File: config.mk
export PLATFORM = sky130hd
export DESIGN_NAME = keypad_emulator
export DESIGN_NICKNAME = d
export VERILOG_FILES = /design/src/rtl/keypad_pkg.sv /design/src/rtl/keypad_emulator_lfsr8.sv /design/src/rtl/keypad_emulator.sv
export SDC_FILE = /design/constraint.sdc
export NUM_CORES = 1
export LEC_CHECK = 0
export ABC_AREA = 0
export CORE_MARGIN = 2
export CORE_UTILIZATION = 40
export CTS_CLUSTER_DIAMETER = 60
export DETAILED_ROUTE_END_ITERATION = 10
export SETUP_SLACK_MARGIN = 0.3
export SYNTH_ARGS = -nofsm -noshare
export SYNTH_HDL_FRONTEND = slang
export SYNTH_HIERARCHICAL = 1
export SYNTH_SLANG_ARGS = --single-unit
File: constraint.sdc
create_clock -name clk -period 3 [get_ports clk]
set_input_delay 0.75 -clock clk [delete_from_list [all_inputs] [get_ports clk]]
set_output_delay 0.75 -clock clk [all_outputs]
set_load 0.01 [all_outputs]
File: src/rtl/keypad_pkg.sv
// Shared definitions for the keypad emulator: FSM states, LFSR seed and the
// key <-> (row, col) map used by both the emulator and any scanner decode.
package keypad_pkg;

  typedef enum logic [2:0] {
    IDLE,
    BOUNCE_IN,
    HOLD,
    BOUNCE_OUT,
    GAP
  } state_t;

  typedef struct packed {
    logic [1:0] row;
    logic [1:0] col;
  } key_pos_t;

  localparam logic [7:0] LFSR_SEED = 8'hA5;

  // Keypad layout, columns left to right:
  //   r0: 1 2 3 A   r1: 4 5 6 B   r2: 7 8 9 C   r3: E 0 F D
  // One {row,col} nibble per key value, key 0 in the least significant nibble.
  localparam logic [63:0] KEY_POS_MAP = 64'hECFB_73A9_8654_210D;

  // Physical position of a hex key.
  function automatic key_pos_t key_pos(input logic [3:0] key);
    return KEY_POS_MAP[{key, 2'b00} +: 4];
  endfunction

  // Inverse lookup for scanner decode: key found at (row, col).
  function automatic logic [3:0] pos_key(input logic [1:0] row, input logic [1:0] col);
    logic [3:0] key;
    key = '0;
    for (int unsigned k = 0; k < 16; k++) begin
      if (KEY_POS_MAP[k*4 +: 4] == {row, col}) key = 4'(k);
    end
    return key;
  endfunction

endpackage

File: src/rtl/keypad_emulator_lfsr8.sv
// 8-bit Fibonacci LFSR (taps 8,6,5,4), free running, used as the bounce source.
module lfsr8 #(
  parameter logic [7:0] SEED = 8'hA5
) (
  input  logic       clk,
  input  logic       reset,
  output logic [7:0] state
);

  logic feedback;

  // Feedback from taps 8,6,5,4 (bits 7,5,4,3).
  always_comb begin
    feedback = state[7] ^ state[5] ^ state[4] ^ state[3];
  end

  // Advance every cycle; reload the seed on reset.
  always_ff @(posedge clk) begin
    if (reset) state <= SEED;
    else       state <= {state[6:0], feedback};
  end

endmodule

File: src/rtl/keypad_emulator.sv
// Matrix keypad emulator: presses one requested key with contact bounce on
// make and break, a stable hold, and a mandatory released gap afterwards.
// Row sense is returned through a one-cycle register against the column drive.
module keypad_emulator
  import keypad_pkg::*;
#(
  parameter int unsigned BOUNCE_CYCLES = 64,
  parameter int unsigned GAP_CYCLES    = 600
) (
  input  logic        clk,
  input  logic        reset,
  input  logic [3:0]  cols,
  output logic [3:0]  rows,
  input  logic        press_valid,
  input  logic [3:0]  press_key,
  input  logic [15:0] press_hold,
  output logic        press_ready,
  output logic        busy,
  output logic        done
);

  localparam int unsigned HOLD_MAX = 65535;
  localparam int unsigned BG_MAX   = (BOUNCE_CYCLES > GAP_CYCLES) ? BOUNCE_CYCLES : GAP_CYCLES;
  localparam int unsigned CNT_MAX  = (HOLD_MAX > BG_MAX) ? HOLD_MAX : BG_MAX;
  localparam int unsigned CNT_W    = $clog2(CNT_MAX + 1);
  // A zero-length gap still occupies one cycle so GAP is always observable.
  localparam int unsigned GAP_LEN  = (GAP_CYCLES == 0) ? 1 : GAP_CYCLES;
  localparam bit          HAS_BOUNCE = (BOUNCE_CYCLES != 0);
  // Bounce states are unreachable when BOUNCE_CYCLES is 0, so the wrapped value is harmless.
  localparam logic [CNT_W-1:0] BOUNCE_LAST = CNT_W'(BOUNCE_CYCLES - 1);
  localparam logic [CNT_W-1:0] GAP_LAST    = CNT_W'(GAP_LEN - 1);

  state_t           state;
  state_t           state_next;
  logic [CNT_W-1:0] cnt;
  logic [CNT_W-1:0] hold_last;
  logic [3:0]       key_q;
  logic [15:0]      hold_q;
  logic [7:0]       lfsr;
  logic             accept;
  logic             phase_last;
  logic             contact;
  key_pos_t         pos;
  logic             unused_lfsr_hi;

  lfsr8 #(
    .SEED (LFSR_SEED)
  ) u_lfsr (
    .clk   (clk),
    .reset (reset),
    .state (lfsr)
  );

  // Only bit 0 drives the bounce pattern; the rest is the LFSR's internal history.
  assign unused_lfsr_hi = ^lfsr[7:1];

  assign accept    = press_valid && press_ready;
  assign pos       = key_pos(key_q);
  assign hold_last = CNT_W'((hold_q == 16'd0) ? 16'd0 : (hold_q - 16'd1));

  // Latch the requested key and hold time when a request is accepted.
  always_ff @(posedge clk) begin
    if (reset) begin
      key_q  <= '0;
      hold_q <= '0;
    end else if (accept) begin
      key_q  <= press_key;
      hold_q <= press_hold;
    end
  end

  // State register.
  always_ff @(posedge clk) begin
    if (reset) state <= IDLE;
    else       state <= state_next;
  end

  // Final cycle of the current timed phase.
  always_comb begin
    phase_last = 1'b0;
    case (state)
      BOUNCE_IN, BOUNCE_OUT: phase_last = (cnt == BOUNCE_LAST);
      HOLD:                  phase_last = (cnt == hold_last);
      GAP:                   phase_last = (cnt == GAP_LAST);
      default:               phase_last = 1'b0;
    endcase
  end

  // Next-state logic; bounce phases are skipped entirely when BOUNCE_CYCLES is 0.
  always_comb begin
    state_next = state;
    case (state)
      IDLE:       if (accept)     state_next = HAS_BOUNCE ? BOUNCE_IN : HOLD;
      BOUNCE_IN:  if (phase_last) state_next = HOLD;
      HOLD:       if (phase_last) state_next = HAS_BOUNCE ? BOUNCE_OUT : GAP;
      BOUNCE_OUT: if (phase_last) state_next = GAP;
      GAP:        if (phase_last) state_next = IDLE;
      default:                    state_next = IDLE;
    endcase
  end

  // Phase counter: restarts at every phase entry, counts while busy.
  always_ff @(posedge clk) begin
    if (reset)                     cnt <= '0;
    else if (accept || phase_last) cnt <= '0;
    else if (state != IDLE)        cnt <= cnt + CNT_W'(1);
  end

  // Status outputs and contact closure for the current state.
  always_comb begin
    busy        = (state != IDLE);
    press_ready = (state == IDLE) && !reset;
    case (state)
      HOLD:                  contact = 1'b1;
      BOUNCE_IN, BOUNCE_OUT: contact = lfsr[0];
      default:               contact = 1'b0;
    endcase
  end

  // Registered row sense; only the latched key's column can pull its row low.
  always_ff @(posedge clk) begin
    if (reset)                         rows <= '1;
    else if (contact && !cols[pos.col]) rows <= ~(4'b0001 << pos.row);
    else                               rows <= '1;
  end

  // Completion pulse, visible on the first IDLE cycle after GAP.
  always_ff @(posedge clk) begin
    if (reset) done <= 1'b0;
    else       done <= (state == GAP) && phase_last;
  end

endmodule

# After elaboration in Yosys (flattened, before gate mapping)
# Cells that the tools add are included.
dict set report totals {
  out_inout_bits 7
  in_bits 27
  word_cells 54
  regBits 52
}
dict set report op_classes {
  order_cmp 1
  mux 11
  n_eq_ne 12
  bitwise_logic 5
  shifts 2
  addsub 2
  n_reduce_logical 14
}
# cell n
set ops {}
lappend ops {{$shiftx 64x7->4 const A} 1}
lappend ops {{$add 16x1->16 const B} 1}
lappend ops {{$eq 16x10->1 const B} 1}
lappend ops {{$eq 16x16->1} 1}
lappend ops {{$eq 16x6->1 const B} 1}
lappend ops {{$logic_not 16->1} 1}
lappend ops {{$mux 16} 1}
lappend ops {{$sub 16x1->16 const B} 1}
lappend ops {{$mux 3} 5}
lappend ops {{$pmux 3 s5} 1}
lappend ops {{$ne 2x2->1 const B} 5}
lappend ops {{$eq 3x2->1 const B} 2}
lappend ops {{$reduce_or 2->1} 3}
lappend ops {{$reduce_and 5->1} 1}
lappend ops {{$logic_and 1x1->1} 4}
lappend ops {{$not 4->4} 1}
lappend ops {{$shl 1x2->4 const A} 1}
lappend ops {{$eq 3x1->1 const B} 1}
lappend ops {{$eq 3x3->1 const B} 1}
lappend ops {{$logic_not 3->1} 1}
lappend ops {{$lt 2x3->1 const B} 1}
lappend ops {{$pmux 1 s3} 1}
lappend ops {{$reduce_bool 3->1} 1}
lappend ops {{$xor 1x1->1} 3}
lappend ops {{other kinds (6)} 7}

# Logic depth before layout (Yosys ltp)
# Gate-level depths: netlist of run 1.
dict set report logic_depth {
  word_depth 7
  depth_mapped 12
  mapped_depth_nobuf 10
}

# Modules after synthesis
# Netlist of run 1, hierarchy kept.
# module seq_area_each_um2 cells_each area_each_um2 n_inst
set by_module_without_submodules {}
lappend by_module_without_submodules {keypad_emulator 880.8 348 2899.0 1}
lappend by_module_without_submodules {lfsr8 160.2 19 236.5 1}

# Least setup slack after synthesis of run 1
# Ideal clock, no wire load.
dict set report synth_path {
  path_kind {register to register}
  from {register hold_q[0]}
  to {register cnt[0]}
  synth_period_minus_slack_ns 2.688
  path_buffers 2
  setup_slack_ns 0.312
  stages_incl_launch_ff 13
  setup_time_ns 0.116
  t_arrival_ns 2.572
  required_ns 2.884
  cell_sequence {dfxtp_1 inv_1 ha_1 nor4b_2 and4_1 buf_4 o32ai_1 a22oi_1 a211oi_1 nand4_2 o41ai_4 buf_6 nor2_2}
}
dict set report synth_via {
  elab_chain_cells 6
  word_cells_on_any_way 7
  classes_between {add/sub (1); eq/ne (1); mux (2); reduce/logical (3)}
}
# item line
set synth_rtl {}
lappend synth_rtl {{start: declaration} keypad_emulator.sv:38} ;# logic [15:0] hold_q;
lappend synth_rtl {{start signal: assignment} keypad_emulator.sv:68} ;# hold_q <= press_hold;
lappend synth_rtl {{$sub 16x1->16 or $logic_not 16->1 (tied branches)} keypad_emulator.sv:59} ;# assign hold_last = CNT_W'((hold_q == 16'd0) ? 16'd0 : (hold_q - 16'd1));
lappend synth_rtl {{$mux 16 *} keypad_emulator.sv:59}
lappend synth_rtl {{$eq 16x16->1 *} keypad_emulator.sv:83} ;# HOLD: phase_last = (cnt == hold_last);
lappend synth_rtl {{$pmux 1 s3 *} keypad_emulator.sv:81} ;# case (state)
lappend synth_rtl {{$logic_or 1x1->1 *} keypad_emulator.sv:105} ;# else if (accept || phase_last) cnt <= '0;
lappend synth_rtl {{$reduce_or 2->1 (no line) *} n/a}
lappend synth_rtl {{end signal: assignment} keypad_emulator.sv:106} ;# else if (state != IDLE) cnt <= cnt + CNT_W'(1);
lappend synth_rtl {{end: declaration} keypad_emulator.sv:35} ;# logic [CNT_W-1:0] cnt;
# Every way passes the cells marked *; elsewhere a longest branch is shown, timed or not.
# A chain may end at the register's enable or synchronous reset.

# Worst setup path in the final report of run 1
dict set report layout_path {
  from {register hold_q[1]}
  to {register cnt[6]}
}
# Same word-level chain as after synthesis.

==> results of run 1 <==
-- state kept, by name (all words and copies together), names as in the netlist --
name,flops
cnt,16
done,1
hold_q,16
key_q,4
rows,4
state,3
u_lfsr/state,8
-- Yosys cell counts (all sizes together) (8+ instances only) --
cell type / n / share of area
dfxtp: 52 / 0.33
nand2: 41 / 0.049
nor2: 27 / 0.040
o21ai: 25 / 0.040
nand2b: 20 / 0.040
xor2: 18 / 0.053
clkbuf: 15 / 0.018
nor3: 15 / 0.024
nand3: 13 / 0.026
xnor2: 13 / 0.036
nand4: 9 / 0.020
inv: 8 / 0.0096
-- where the power goes --
group	leakage, nW	switching (mW)	internal, mW
clock	0.0541	0.245	0.247
combinational	1.02	0.224	0.254
sequential	0.429	0.0584	0.727
-- cells by family after synthesis --
| kind of cell | synth area share |
|---|---|
| fa+ha+maj | 0.0120 |
| xor+xnor | 0.103 |
| buf+inv | 0.0403 |
| mux | 0.0172 |
| flops | 0.332 |
| simple gates | 0.325 |
| compound gates | 0.170 |
-- layer usage --
| metal | up-vias | track usage | share of wire | routed length, um |
|---|---|---|---|---|
| met3 | 4 | 0.0309 | 0.025 | 191 |
| met1 | 1355 | 0.241 | 0.48 | 3720 |
| li1 | 1438 | - | - | - |
| met4 | 0 | 0.0435 | 0.0042 | 33 |
| met2 | 37 | 0.319 | 0.49 | 3820 |
| met5 | - | 0 | 0 | 0 |
-- layout make-up --
type,count,area (sq um)
Sequential cell,52,1060
Fill cell,691,3450
Tap cell,102,128
Timing Repair Buffer,73,682
Inverter,8,35.0
Clock buffer,5,68.8
Clock inverter,3,42.5
Multi-Input combinational cell,287,2190
-- path summary, 6_finish.rpt --
path	from	endpoint	slack [ns]	depth (start not counted)
worst max-delay path	hold_q[1]	cnt[6]	0.21	11
worst min-delay path	u_lfsr/state[1]	u_lfsr/state[2]	0.42	1
worst max register to register	hold_q[1]	cnt[6]	0.21	11
worst min register to register	u_lfsr/state[1]	u_lfsr/state[2]	0.42	1
-- metrics by stage --
step / utilization / hold WS [ns] / power (mW) / cells
final: 0.549 / 0.424 / 1.76 / 530
after detailed placement: 0.472 / 0.401 / 1.16 / 495
after global routing: 0.549 / 0.446 / 1.85 / 530
after CTS: 0.526 / 0.428 / 1.72 / 520
after global placement: 0.472 / 0.397 / 1.15 / 495
after floorplan: - / 0.389 / 1.04 / 367
-- what timing repair did --
action	CTS	global route
setup buffers	16	10
endpoints found under the setup margin	21	20
gates resized for setup	38	24
cloned	1	0
hold buffers	0	0
pin swaps	20	13
-- cells in the final DEF (no fill, tap or decap), drive strengths merged, types with 4 or more instances in the layout --
master         Yosys  layout
a21oi              5       5
nand2b            20      20
nand4              9       9
and3               4       4
nand2             41      41
nor3              15      15
inv                8       8
clkdlybuf4s50      0      32
clkbuf            15       6
a31oi              7       7
dfxtp             52      52
nor2b              7       7
or2                5       5
buf                5      39
nor4               4       4
xor2              18      18
o21ai             25      25
nand3b             4       4
nand3             13      13
or3                6       6
o31ai              5       5
xnor2             13      13
nor2              27      27
nor3b              6       6
==> reports/qor.csv, run 1 <==
stage,metric,value,unit
outcome,status,"finished, final reports clean",
floorplanning,Placeable Area,0.00765,sq mm
global_routing,initial antenna violation count,0,
timing,part of the cycle the worst path needs,0.931,
synthesis,number of synthesized flops with an enable pin,0,
cts,CTS tree,done,
timing,Max Clk Rate,0.358,GHz
floorplanning,Initial Util,0.410,
worst_hold_path,Hold Path Class,register to register,
setup_path,"Slowest-stage cell, CP",or4_4,
synthesis,most used flip-flop cell after synthesis,dfxtp_1,
global_routing,pin count of the biggest net entering global routing,42,
cts,clock buffer depth,2,
timing,worst-margin pin slew,0.585,ns
setup_path,critical path class,register to register,
route,DRT iter0 DRCs,156,
route,DRC Markers,0,
timing,final setup margin,0.207,ns
route,DR WL/cell,14.7,um
synthesis,"FFs w/ async S/R, synth",0,
layout,Area Overhead vs Synth,34.0,%
synthesis,mapped cell area,0.00314,sq mm
timing,Final Hold Fails,0,
global_routing,first-pass GRT wire length,12800,um
setup_path,critical path startpoint category,register,
timing,clock skew,0.0123,ns
route,ANT nets after route,0,
timing,fin crit period,2.79,ns
route,Total Wirelength,7770,um
layout,diodes inserted,0,
power_and_ir_drop,Power Density,418,mW/mm^2
timing,RSZ-0062 raised after global routing,yes,
setup_path,Buf/Inv on CP,3,
power_and_ir_drop,P_leak,1.50,nW
setup_path,CP max stage delay,0.58,ns
flow_run,max_cap viols,0,
timing,Fin Setup TNS,0,ns
synthesis,synthesized instance count,367,
cts,Skew-Pair Late Insertion Delay,0.31,ns
floorplanning,Site Rows,32,
timing,final max-slew violation count,0,
global_routing,gr usage total,0.185,
placement,placed cell areas,0.00361,sq mm
synthesis,sequential area share after synthesis,0.332,
synthesis,syn avg cell area,8.54,sq um
synthesis,Synthesized Nets,397,
cts,CTS sink count,52,
setup_path,crit end category,register,
placement,Port Buffer Count,33,
cts,clock slew at reported path FFs,0.10,ns
synthesis,Unique masters post-synth,66,
floorplanning,die area,0.00856,sq mm
timing,Slew headroom,0.607,
cts,Root Buffer,clkbuf_8,
placement,Final Wtd Congestion,0.864,
setup_path,worst-path cell chain,or4_4 > or3_4 > and4b_1 > a32o_1 > a22o_1 > nand4_4 > buf_6 > o41ai_4 > buf_4 > buf_12 > nor3_2,
global_routing,vias in the first global route,2649,
route,vias post-DR,2834,
synthesis,Ys Warns,6,
setup_path,CP max FO,8,
cts,total CTS buffers,5,
layout,share of cells above drive strength 1,0.269,
global_routing,gr ovfl total,0,
power_and_ir_drop,Worst VDD drop,0.295,mV
layout,final instance area,0.00420,sq mm
floorplanning,Die X,92.5,um
layout,fin nets,457,
floorplanning,Die Height,92.5,um
route,via/cell ratio,5.35,
cts,H-tree lvl count,2,
timing,Setup Viol. Count Final,0,
placement,pre-CTS setup slack,0.179,ns
route,DR pass1 iterations,4,
floorplanning,I/O Pins,34,
setup_path,CP arrival,3.03,ns
setup_path,worst path required time,3.23,ns
placement,hpwl dp,5200,um
setup_path,"CP delay by family, top",simple AND/OR/NAND/NOR gates,
synthesis,number of synthesized register bits,52,
(Power assumes the default switching activity.)
==> inputs of run 2 (changes only) <==
--- a/config.mk
+++ b/config.mk
@@ -6,6 +6,7 @@
 export NUM_CORES = 1
 export LEC_CHECK = 0
 export ABC_AREA = 0
+export CAP_MARGIN = 20
 export CORE_MARGIN = 2
 export CORE_UTILIZATION = 40
 export CTS_CLUSTER_DIAMETER = 60
==> constraint.sdc (replaced) <==
create_clock -name clk -period 2.3 [get_ports clk]
set_input_delay 0.575 -clock clk [delete_from_list [all_inputs] [get_ports clk]]
set_output_delay 0.575 -clock clk [all_outputs]
set_load 0.01 [all_outputs]
==> run 2 against run 1 <==
  * The flow now finishes with violations (negative setup slack)
  * Global-route usage grew 0.65 points
  * Flip-flop and latch count is the same
  * Register-to-register slack lost 0.62 ns
  * Fmax grew 2.8%
  * Final cell count grew 5.8%
  * Sequential power grew 27%
  * Power grew 28%
  * Critical endpoint is now state[0]
  * Cell area grew 4.1%
  * Clock skew shrank 0.0018 ns
  * Count of clock-buffer cells in the layout grew 1
  * Highest routed layer unchanged
  * Combinational power grew 44%
  * Routed wire length grew 4.6%
==> reports/qor.csv, run 2 (synthesized netlist as in run 1, its figures left out) <==
stage,metric,value,unit,change
route,vias post-DR,2946,,+4.0%
cts,cts hold-fix bufs,0,,unchanged
timing,Fin Setup TNS,-6.58,ns,-6.58 ns
worst_hold_path,hold wc startpoint,u_lfsr/state[1],,
power_and_ir_drop,sw frac,0.308,,+0.00758
layout,"Core Util, Final",0.572,,+0.0227
setup_path,critical path startpoint category,register,,
cts,clock buffer depth,2,,unchanged
timing,fin crit period,2.72,ns,-0.0754 ns
floorplanning,Site Rows,32,,unchanged
route,DR WL/cell,14.5,um,-1.2%
route,Total Wirelength,8130,um,+4.6%
outcome,status,"complete, but fails checks",,
setup_path,worst path required time,2.57,ns,-0.66 ns
cts,CTS tree,done,,
placement,pre-CTS setup slack,-0.452,ns,-0.632 ns
timing,clock skew,0.0105,ns,-0.00180 ns
floorplanning,Die Height,92.5,um,unchanged
timing,final max-slew violation count,0,,unchanged
setup_path,worst r2r src,hold_q[0],,
timing,worst-margin pin slew,0.410,ns,-0.175 ns
cts,CTS sink count,52,,unchanged
layout,diodes inserted,0,,unchanged
timing,part of the cycle the worst path needs,1.18,,+0.251
cts,total CTS buffers,5,,unchanged
setup_path,"Slowest-stage cell, CP",or4_4,,
worst_hold_path,Hold Path Class,register to register,,
global_routing,vias in the first global route,2821,,+6.5%
power_and_ir_drop,P_leak,1.65,nW,+9.6%
floorplanning,I/O Pins,34,,unchanged
setup_path,critical path startpoint,hold_q[0],,
global_routing,first-pass GRT wire length,13400,um,+4.1%
power_and_ir_drop,Clk network pwr share,0.249,,-0.031
flow_run,max_cap viols,0,,unchanged
route,DRT iter0 DRCs,101,,-35%
global_routing,gr ovfl total,0,,unchanged
route,DRC Markers,0,,unchanged
placement,hpwl dp,5710,um,+9.8%
timing,RSZ-0062 raised after global routing,yes,,
layout,top flop regs,"cnt (16), hold_q (16), u_lfsr/state (8)",,
timing,Slew headroom,0.725,,+0.118
cts,H-tree lvl count,2,,unchanged
setup_path,worst-path cell chain,or4_4 > or3_4 > and4b_1 > a32o_1 > a22o_1 > nand4_4 > buf_6 > buf_6 > mux2_4 > nand2_2,,
floorplanning,Die X,92.5,um,unchanged
layout,Area Overhead vs Synth,39.5,%,
route,ANT nets after route,0,,unchanged
layout,most frequent cells in the layout,"buf_4 (63), dfxtp_1 (45), nand2_1 (39)",,
route,via/cell ratio,5.25,,-1.8%
cts,Skew-Pair Late Insertion Delay,0.32,ns,about the same
power_and_ir_drop,combinational share of power,0.306,,+0.034
floorplanning,Initial Util,0.410,,unchanged
setup_path,Worst path most repeated cell,buf_6,,
setup_path,CP max stage delay,0.57,ns,about the same
power_and_ir_drop,net load switching power,691,uW,+31%
setup_path,crit end category,register,,
layout,share of cells above drive strength 1,0.307,,+0.0385
power_and_ir_drop,Power Density,513,mW/mm^2,+23%
power_and_ir_drop,Worst VDD drop,0.284,mV,-4.0%
floorplanning,die area,0.00856,sq mm,unchanged
cts,clock slew at reported path FFs,0.10,ns,about the same
timing,Setup Viol. Count Final,20,,+20
power_and_ir_drop,Seq pwr share,0.445,,-0.002
cts,Root Buffer,clkbuf_8,,
timing,Max Clk Rate,0.368,GHz,+2.8%
placement,Port Buffer Count,33,,unchanged
route,DR pass1 iterations,4,,unchanged
setup_path,critical path class,register to register,,
layout,"commonest non-fill, non-tap cell in the layout",buf_4,,
layout,fin nets,488,,+6.8%
timing,Final Hold Fails,0,,unchanged
outcome,violated checks,negative setup slack,,
timing,final setup margin,-0.417,ns,-0.625 ns
global_routing,pin count of the biggest net entering global routing,42,,unchanged
setup_path,CP arrival,2.98,ns,-0.05 ns
setup_path,CP max FO,5,,-3
floorplanning,Placeable Area,0.00765,sq mm,unchanged
placement,Final Wtd Congestion,0.900,,+4.1%
power_and_ir_drop,P_int,1.55,mW,+26%
global_routing,gr usage total,0.191,,+0.00653
global_routing,initial antenna violation count,0,,unchanged
## run 2: changes by cell type in the layout (fill, tap and decap cells not counted), moves of 2 or more
cell             previous run  this run
nor2_2                      8        11
nor3_4                      1         3
nor3_2                      8         0
clkdlybuf4s50_1            32        30
nor3_1                      6        12
buf_4                      32        63
nor2_4                      2         0
buf_12                      1         3
## run 2: final timing paths
kind                      to  depth (start not counted)  slack [ns]
min reg2reg  u_lfsr/state[2]                          1        0.43
min          u_lfsr/state[2]                          1        0.43
max reg2reg         state[0]                         10       -0.42
max                 state[0]                         10       -0.42
## run 2: area by class of cell
type | instances | area [sq um]
fillers | 699 | 3270
multi-input cells | 287 | 2160
flip-flops and latches | 52 | 1050
repair buffers | 104 | 908
well taps | 102 | 128
clock buffers | 6 | 82.6
inverters | 8 | 32.5
clock inverters | 2 | 10.0
## run 2: power groups by stage
stage                     registers (mW)  logic, mW  clock network [mW]
after global routing                1.01      0.752               0.605
final                              0.999      0.686               0.558
after floorplan                     1.01      0.361                   0
after CTS                          0.995      0.637               0.573
after detailed placement            1.02      0.608                   0
after global placement              1.01      0.601                   0
## run 2: worst max-delay path: cells and delay by family (launching register included)
family          cells  cell delay, ns
simple gates        5            1.37
mux                 1            0.29
flops               1            0.38
buf+inv             2            0.20
compound gates      2            0.43
## run 2: metal layers
metal / GRT usage / up-vias / share of wire
met1: 0.254 / 1397 / 0.47
met2: 0.327 / 43 / 0.49
met3: 0.0285 / 10 / 0.028
met5: 0 / - / 0
met4: 0.0473 / 0 / 0.011
li1: - / 1496 / -
## run 2: timing repair
action,CTS,global route
endpoints found under the setup margin,26,24
pin swaps,11,2
setup buffers,6,7
gates resized for setup,29,25
cloned,0,0
## run 2: through the flow
step	cell area, sq um	std cells	hold WS [ns]	total power, mW
after floorplan	3170	367	0.389	1.37
after global placement	4000	540	0.393	1.62
after detailed placement	4000	540	0.409	1.62
after CTS	4230	554	0.432	2.21
after global routing	4380	561	0.447	2.36
final	4380	561	0.427	2.24
==> inputs of run 3 (changes only) <==
--- a/config.mk
+++ b/config.mk
@@ -7,10 +7,13 @@
 export LEC_CHECK = 0
 export ABC_AREA = 0
 export CAP_MARGIN = 20
+export CELL_PAD_IN_SITES_DETAIL_PLACEMENT = 0
+export CELL_PAD_IN_SITES_GLOBAL_PLACEMENT = 1
 export CORE_MARGIN = 2
-export CORE_UTILIZATION = 40
+export CORE_UTILIZATION = 39
 export CTS_CLUSTER_DIAMETER = 60
 export DETAILED_ROUTE_END_ITERATION = 10
+export PLACE_DENSITY_LB_ADDON = 0.1
 export SETUP_SLACK_MARGIN = 0.3
 export SYNTH_ARGS = -nofsm -noshare
 export SYNTH_HDL_FRONTEND = slang
==> run 3 against run 2 <==
  * The run still ends with negative setup slack left
  * Critical path type unchanged
  * Combinational power increased by 1%
  * Highest routed layer unchanged
  * Critical path depth unchanged
  * Clock skew up 0.0045 ns
  * Flip-flop and latch count stayed put
==> reports/qor.csv, run 3 (synthesized netlist as in run 1, its figures left out) <==
stage,metric,value,unit,change
timing,Final Hold Fails,0,,unchanged
timing,fin crit period,2.74,ns,+0.0251 ns
cts,cts hold-fix bufs,0,,unchanged
layout,Area Overhead vs Synth,38.9,%,
cts,CTS sink count,52,,unchanged
worst_hold_path,Hold Path Class,register to register,,
floorplanning,Die X,93.7,um,+1.2%
layout,"commonest non-fill, non-tap cell in the layout",buf_4,,
cts,clock slew at reported path FFs,0.11,ns,about the same
route,DRT iter0 DRCs,106,,+5.0%
timing,worst-margin pin slew,0.440,ns,+0.0294 ns
layout,fin nets,494,,+1.2%
placement,hpwl dp,5880,um,+3.0%
layout,most frequent cells in the layout,"buf_4 (72), dfxtp_1 (47), nand2_1 (41)",,
setup_path,critical path class,register to register,,
setup_path,worst reg2reg setup slack,-0.44,ns,-0.03 ns
route,DR WL/cell,14.1,um,-2.8%
floorplanning,Site Rows,32,,unchanged
cts,clock buffer depth,2,,unchanged
floorplanning,die area,0.00877,sq mm,+2.5%
setup_path,worst path required time,2.51,ns,-0.06 ns
floorplanning,Die Height,93.7,um,+1.2%
setup_path,critical path startpoint category,register,,
placement,Port Buffer Count,33,,unchanged
cts,CTS tree,done,,
route,via/cell ratio,5.24,,-0.22%
layout,Finished Layout Cells,567,,+1.1%
layout,"Core Util, Final",0.561,,-0.0116
setup_path,crit end category,register,,
timing,final setup margin,-0.442,ns,-0.0251 ns
route,DR pass1 iterations,4,,unchanged
setup_path,FF-to-FF End,cnt[9],,
route,vias post-DR,2971,,+0.85%
layout,share of cells above drive strength 1,0.303,,-0.00396
worst_hold_path,hold wc startpoint,u_lfsr/state[1],,
outcome,violated checks,negative setup slack,,
timing,clock skew,0.0151,ns,+0.00455 ns
timing,final max-slew violation count,0,,unchanged
floorplanning,Initial Util,0.404,,-0.00634
placement,pre-CTS setup slack,-0.563,ns,-0.110 ns
timing,hold_ws,0.425,ns,-0.00256 ns
route,DRC Markers,0,,unchanged
global_routing,first-pass GRT wire length,13500,um,+0.72%
cts,Skew-Pair Late Insertion Delay,0.32,ns,about the same
cts,H-tree lvl count,2,,unchanged
global_routing,pin count of the biggest net entering global routing,42,,unchanged
placement,Final Wtd Congestion,0.833,,-7.4%
timing,Max Clk Rate,0.365,GHz,-0.91%
route,Total Wirelength,7980,um,-1.7%
flow_run,max_cap viols,0,,unchanged
worst_hold_path,WHS Endpoint,u_lfsr/state[2],,
setup_path,CP arrival,2.95,ns,-0.03 ns
global_routing,gr usage total,0.192,,+0.000372
floorplanning,Placeable Area,0.00777,sq mm,+1.6%
cts,total CTS buffers,5,,unchanged
placement,dpl cells,549,,+1.7%
timing,Setup Viol. Count Final,20,,unchanged
route,ANT nets after route,0,,unchanged
timing,part of the cycle the worst path needs,1.19,,+0.0109
timing,RSZ-0062 raised after global routing,yes,,
global_routing,vias in the first global route,2887,,+2.3%
power_and_ir_drop,P_leak,1.67,nW,+1.2%
global_routing,initial antenna violation count,0,,unchanged
power_and_ir_drop,Power Density,517,mW/mm^2,+0.72%
worst_hold_path,Hold Path Depth,1,,unchanged
layout,diodes inserted,0,,unchanged
timing,Slew headroom,0.706,,-0.0182
global_routing,gr ovfl total,0,,unchanged
setup_path,CP max FO,16,,+11
layout,top flop regs,"cnt (16), hold_q (16), u_lfsr/state (8)",,
setup_path,worst r2r src,hold_q[0],,
power_and_ir_drop,Worst VDD drop,0.258,mV,-9.1%
setup_path,Worst R2R Path Depth,10,,unchanged
cts,Root Buffer,clkbuf_8,,
outcome,status,"complete, but fails checks",,
floorplanning,I/O Pins,34,,unchanged
[run 3: changes by cell type in the layout (fill, tap and decap cells not counted), sizes merged]
cell / before / now
buf: 72 / 77
clkinv: 2 / 1
clkinvlp: 0 / 1
inv: 8 / 9
[run 3: layout make-up]
| cell class | instances | area [sq um] |
|---|---|---|
| sequential | 52 | 1050 |
| clock buffer | 5 | 68.8 |
| multi-input combinational | 287 | 2120 |
| tap | 102 | 128 |
| inverter | 8 | 30.0 |
| fill | 733 | 3410 |
| timing repair buffer | 110 | 933 |
| clock inverter | 3 | 21.3 |
[run 3: how the worst max path moves through the flow]
stage	startpoint	endpoint	slack (ns)	cells past startpoint
final	hold_q[0]	cnt[9]	-0.44	10
after global routing	hold_q[0]	cnt[3]	-0.61	10
after CTS	hold_q[0]	cnt[1]	-0.46	10
after detailed placement	hold_q[0]	cnt[1]	-0.56	11
after global placement	hold_q[0]	cnt[6]	-0.46	11
after floorplan	hold_q[2]	cnt[0]	-0.32	10
[run 3: per-layer routing]
metal / vias to the layer above / share of wire / GRT usage
li1: 1512 / - / -
met1: 1411 / 0.48 / 0.248
met2: 39 / 0.48 / 0.327
met3: 9 / 0.031 / 0.0289
met4: 0 / 0.011 / 0.0640
met5: - / 0 / 0
[run 3: critical path: stages (launching register included)]
cell	delay, ns
dfxtp_4	0.38
or4_4	0.57
nor4_4	0.19
xor2_2	0.25
and4_1	0.22
a311o_1	0.18
nand3_4	0.11
buf_6	0.13
o41ai_4	0.32
buf_12	0.20
nor3_1	0.06
[run 3: power breakdown]
group	internal (mW)	leakage, nW	switching, mW	total, mW
Combinational	0.371	1.19	0.324	0.695
Sequential	0.948	0.428	0.0473	0.995
Clock	0.217	0.0445	0.342	0.559
[run 3: per-stage QoR]
step,power [mW],TNS [ns],instance area [sq um]
floorplan,1.37,-4.44,3170
global placement,1.64,-8.21,4050
detailed placement,1.64,-10.20,4050
CTS,2.22,-8.36,4230
global route,2.37,-11.40,4350
finish,2.25,-8.35,4350
[run 3: what timing repair did]
item	CTS	global route
resized for setup	18	24
endpoints found under the setup margin	26	26
pin swaps	5	5
buffers inserted	4	6
